==> config.mk <==
export PLATFORM = sky130hd
export DESIGN_NAME = hazard_ctrl
export DESIGN_NICKNAME = d
export VERILOG_FILES = /design/src/rtl/hazard_ctrl.sv
export SDC_FILE = /design/constraint.sdc
export NUM_CORES = 1
export LEC_CHECK = 0
export ABC_AREA = 0
export CAP_MARGIN = 20
export CORE_AREA = 2 2 75 77
export CTS_CLUSTER_SIZE = 25
export DETAILED_ROUTE_END_ITERATION = 7
export DIE_AREA = 0 0 77 79
export GPL_ROUTABILITY_DRIVEN = 0
export PLACE_DENSITY = 0.85
export SKIP_LAST_GASP = 1
export SYNTH_ARGS = -nofsm -noshare
export SYNTH_HDL_FRONTEND = slang
export SYNTH_SLANG_ARGS = --single-unit
==> constraint.sdc <==
create_clock -name clk -period 4.5 [get_ports clk]
set_input_delay 0.675 -clock clk [delete_from_list [all_inputs] [get_ports clk]]
set_output_delay 0.675 -clock clk [all_outputs]
set_load 0.005 [all_outputs]
==> src/rtl/hazard_ctrl.sv <==
// hazard_ctrl: 5-stage pipeline hazard, forwarding and mul/div stall controller
//   in : clk, rst (async active-low), D/E/M/W register ids and write/load flags,
//        BranchD, PCSrcD, JumpD, MdStartE
//   out: StallF/StallD/FlushD, StallE/flushE, ForwardAE/BE, ForwardAD/BD,
//        MdBusy, MdDone, StallCount
module hazard_ctrl #(
  parameter int MD_LATENCY = 32
) (
  input  logic        clk,
  input  logic        rst,
  input  logic [4:0]  RegisterRsD,
  input  logic [4:0]  RegisterRtD,
  input  logic [4:0]  RegisterRsE,
  input  logic [4:0]  RegisterRtE,
  input  logic [4:0]  WriteRegE,
  input  logic [4:0]  WriteRegM,
  input  logic [4:0]  WriteRegW,
  input  logic        RegWriteE,
  input  logic        RegWriteM,
  input  logic        RegWriteW,
  input  logic        MemtoRegE,
  input  logic        MemtoRegM,
  input  logic        BranchD,
  input  logic        PCSrcD,
  input  logic        JumpD,
  input  logic        MdStartE,
  output logic        StallF,
  output logic        StallD,
  output logic        FlushD,
  output logic        StallE,
  output logic        flushE,
  output logic [1:0]  ForwardAE,
  output logic [1:0]  ForwardBE,
  output logic        ForwardAD,
  output logic        ForwardBD,
  output logic        MdBusy,
  output logic        MdDone,
  output logic [31:0] StallCount
);
  typedef enum logic [1:0] {IDLE, BUSY, DONE} md_state_e;
  md_state_e   state_q;
  logic [7:0]  cnt_q;
  logic        md_busy_q, md_done_q;
  logic [31:0] stall_cnt_q, stall_cnt_d;
  logic        lwstall, brstall, mdstall, hz_stall;
  // register 0 is hardwired, so it never creates a dependency
  function automatic logic hit(input logic [4:0] a, input logic [4:0] b);
    return (a != 5'd0) && (a == b);
  endfunction
  always_comb begin
    ForwardAE = (RegWriteM && hit(WriteRegM, RegisterRsE)) ? 2'b10 :
                (RegWriteW && hit(WriteRegW, RegisterRsE)) ? 2'b01 : 2'b00;
    ForwardBE = (RegWriteM && hit(WriteRegM, RegisterRtE)) ? 2'b10 :
                (RegWriteW && hit(WriteRegW, RegisterRtE)) ? 2'b01 : 2'b00;
    ForwardAD = RegWriteM && hit(WriteRegM, RegisterRsD);
    ForwardBD = RegWriteM && hit(WriteRegM, RegisterRtD);
    lwstall   = MemtoRegE && (hit(WriteRegE, RegisterRsD) || hit(WriteRegE, RegisterRtD));
    brstall   = BranchD && ((RegWriteE && (hit(WriteRegE, RegisterRsD) || hit(WriteRegE, RegisterRtD))) ||
                            (MemtoRegM && (hit(WriteRegM, RegisterRsD) || hit(WriteRegM, RegisterRtD))));
    // gated by rst so an asserted reset drops the hold at once
    mdstall   = rst && (((state_q == IDLE) && MdStartE) || (state_q == BUSY));
    hz_stall  = lwstall || brstall;
    StallF    = mdstall || hz_stall;
    StallD    = StallF;
    StallE    = mdstall;
    flushE    = !mdstall && hz_stall;
    // a redirect must not discard the instruction that is being held in D
    FlushD    = (PCSrcD || JumpD) && !StallD;
    stall_cnt_d = stall_cnt_q + (StallF ? 32'd1 : 32'd0);
  end
  always_ff @(posedge clk or negedge rst) begin
    if (!rst) begin
      state_q   <= IDLE;
      cnt_q     <= 8'd0;
      md_busy_q <= 1'b0;
      md_done_q <= 1'b0;
    end else begin
      case (state_q)
        IDLE: if (MdStartE) begin
          state_q   <= BUSY;
          cnt_q     <= 8'(MD_LATENCY - 1);
          md_busy_q <= 1'b1;
        end
        BUSY: begin
          cnt_q <= cnt_q - 8'd1;
          if (cnt_q == 8'd1) begin
            state_q   <= DONE;
            md_busy_q <= 1'b0;
            md_done_q <= 1'b1;
          end
        end
        DONE: begin
          state_q   <= IDLE;
          md_done_q <= 1'b0;
        end
        default: begin
          state_q   <= IDLE;
          md_busy_q <= 1'b0;
          md_done_q <= 1'b0;
        end
      endcase
    end
  end
  always_ff @(posedge clk or negedge rst) begin
    if (!rst) stall_cnt_q <= 32'd0;
    else stall_cnt_q <= stall_cnt_d;
  end
  assign MdBusy     = md_busy_q;
  assign MdDone     = md_done_q;
  assign StallCount = stall_cnt_q;
endmodule
==> results.py <==
metrics = {
    "sta": {
        "finalMaxSlewViolations": 0,
        "layout_min_cycle_time_ns": 3.54,
        "slew_headroom_pct": 64.6,
        "rsz0062_at_grt": "false",
        "hold_viol": 0,
        "finalCritPeriodShare_pct": 78.7,
        "worst_pin_slew_ns": 0.532,
        "finalSetupViolations": 0,
        "finalClockSkew_ns": 0.00420,
        "tns_ns": 0,
        "clock.fmax_mhz": 282,
    },
    "synthesis": {
        "ys_ff_latch": 44,
        "syn_nets": 306,
        "netlist_area_um2": 2540,
        "yosysWarningCount": 0,
        "synth.yosys.seq_area_share_pct": 43.4,
        "ys_types": 37,
        "yosysTopAreaCell": "dfrtp_1",
        "synth_area_leaders": "dfrtp_1 (43%), xnor2_1 (12%), xor2_1 (12%)",
        "synth_top_area_share_pct": 43.4,
        "synth_cells": 256,
        "syn_avg_cell_area_um2": 9.91,
    },
    "cts": {
        "insertion_delay_ns": 0.30,
        "htree_levels": 2,
        "cts_resized": 0,
        "cts_tree": "yes",
        "clock-sinks": 44,
        "cts_hold_buf": 0,
        "clockBufferDepth": 2,
        "cts_setup_buffers": 0,
        "root_buffer": "clkbuf_8",
        "clkTransAtPathRegs_ns": 0.07,
        "cts_made_buffers": 5,
    },
    "floorplan": {
        "core_um2": 5340,
        "start_util_pct": 47.5,
        "ios": 91,
        "row_count": 27,
        "dieArea_um2": 6080,
        "die_w_um": 77,
        "die_h_um": 79,
    },
    "finish": {
        "layout_common_cells": "clkdlybuf4s50_1 (89), dfrtp_1 (44), xnor2_1 (35), xor2_1 (35), nand3_1 (20)",
        "fin_area_um2": 3590,
        "drive_above_1_share_pct": 4.62,
        "area_growth_pct": 41.5,
        "nets": 396,
        "antenna_cells": 0,
        "fill_cells": 449,
        "finalNonFillerCells": 418,
        "final_common_cell": "clkdlybuf4s50_1",
    },
    "placement": {
        "place_hpwl_um": 4620,
        "place_inst": 411,
        "port_buffers": 90,
        "dpl_cell_area_um2": 3490,
    },
    "pwr": {
        "leakagePower_nw": 1.50,
        "power_density_nw_per_um2": 309,
        "power_mw": 1.11,
        "ir_drop_v": 0.000143,
    },
    "detailed_routing": {
        "vias": 2143,
        "drc_errors": 0,
        "drt_first_iter_violations": 85,
        "detail-route-antenna-nets": 0,
        "first_pass_iters": 4,
        "routed-wl-met3_um": 330,
        "wire_per_inst_um": 13.9,
        "wl_met1_um": 2470,
        "drt-total-wl_um": 5810,
        "dr.max_layer_used": "met4",
        "route.met2.wl_um": 2920,
        "vias_per_cell": 5.13,
    },
    "global_routing": {
        "grt_first_pass_wirelength_um": 9740,
        "grt.total_usage_pct": 20.0,
        "grt_overflow": 0,
        "antenna_found_initial": 0,
        "grt_pass1_vias": 2085,
        "grt_max_degree": 45,
    },
    "worst_setup_path": {
        "crit_path_start_kind": "input port",
        "worstPathArrival_ns": 3.76,
        "reg2reg_to": "StallCount[28]",
        "ff2ff_path_depth": 11,
        "end_kind": "flop",
        "r2r-start": "state_q[0]",
        "worst-path-max-fanout": 6,
        "r2r_slack_ns": 1.81,
        "path_class": "in2reg",
        "required_ns": 4.72,
    },
    "min_path": {
        "hold_class": "in2async",
    },
    "job": {
        "cap_violations": 0,
    },
    "outcome": {
        "outcome": "completed",
    },
}
-- sequential cells by signal (all words and copies together), names as in the netlist --
| name | flops |
|---|---|
| MdDone | 1 |
| StallCount | 32 |
| cnt_q | 8 |
| MdBusy | 1 |
| state_q | 2 |
-- worst max-delay path, stage by stage --
cell and delay [ns]:
clkdlybuf4s50_1 0.52, xor2_1 0.20, nor3_1 0.19, nand3_1 0.11, a21o_1 0.22, nand3_1 0.13
ha_1 0.21, ha_1 0.19, nand3_1 0.14, nor2_1 0.36, or4b_4 0.55, nor2_2 0.11
xor2_1 0.16
-- per-stage QoR --
step                      hold WS (ns)  setup WS [ns]  util [%]
after floorplan                  0.379           1.35         -
after global placement           0.461          0.789      65.4
after detailed placement         0.466          0.636      65.4
after CTS                        0.476          0.946      67.2
after global routing             0.502          0.670      67.2
final                            0.478          0.960      67.2
-- cell families after synthesis --
family          synth area share, %
xor+xnor                       24.2
fa+ha+maj                      1.97
buf+inv                        2.07
simple gates                   22.5
flops                          43.4
mux                           0.395
compound gates                 5.43
-- cell type report --
cell class	instances	area (µm²)	area share [%]
clock buffers	7	96.3	2.68
well taps	72	90.1	2.51
multi-input cells	200	1380	38.5
repair buffers	91	903	25.2
inverters	4	15.0	0.418
flip-flops and latches	44	1100	30.7
-- worst max path at each step --
stage,startpoint,to,slack [ns],cells past startpoint
6_report,WriteRegM[3],StallCount[28],0.96,13
3_3_place_gp,WriteRegM[3],StallCount[30],0.79,13
2_1_floorplan,WriteRegM[3],StallCount[26],1.35,13
5_1_grt,WriteRegM[3],StallCount[28],0.67,13
3_5_place_dp,WriteRegM[3],StallCount[28],0.64,13
4_1_cts,WriteRegM[3],StallCount[28],0.95,13
-- where the power goes --
| group | internal [mW] | total, mW | switching, mW |
|---|---|---|---|
| clock | 0.136 | 0.257 | 0.121 |
| sequential | 0.464 | 0.543 | 0.0794 |
| combinational | 0.180 | 0.307 | 0.127 |
-- cell usage after synthesis --
cell / n
or3_1: 1
nand2_1: 18
xnor2_1: 35
nand3_1: 20
dfrtp_1: 44
a21o_1: 1
nor4b_2: 1
a31oi_1: 1
inv_1: 4
clkbuf_1: 6
o31ai_1: 1
or4b_4: 1
nor4_1: 4
nor2_2: 3
nor2b_1: 1
mux2i_1: 1
o311ai_0: 2
o2111a_1: 1
a21oi_1: 7
buf_4: 2
and4_1: 5
nand4_1: 5
nor4_2: 1
or2_1: 1
o41ai_1: 2
nor2_1: 17
o21ai_0: 4
or4_1: 4
xor2_1: 35
and3_1: 7
o21a_1: 1
o211ai_1: 1
nor3_1: 10
nand2b_1: 1
ha_1: 4
and2_1: 3
nand4_2: 1
-- per-layer routing --
layer	track usage, %	vias up
met2	36.0	74
met5	0	-
li1	-	1069
met1	23.8	992
met4	6.79	0
met3	4.55	8
(Power assumes the default switching activity.)
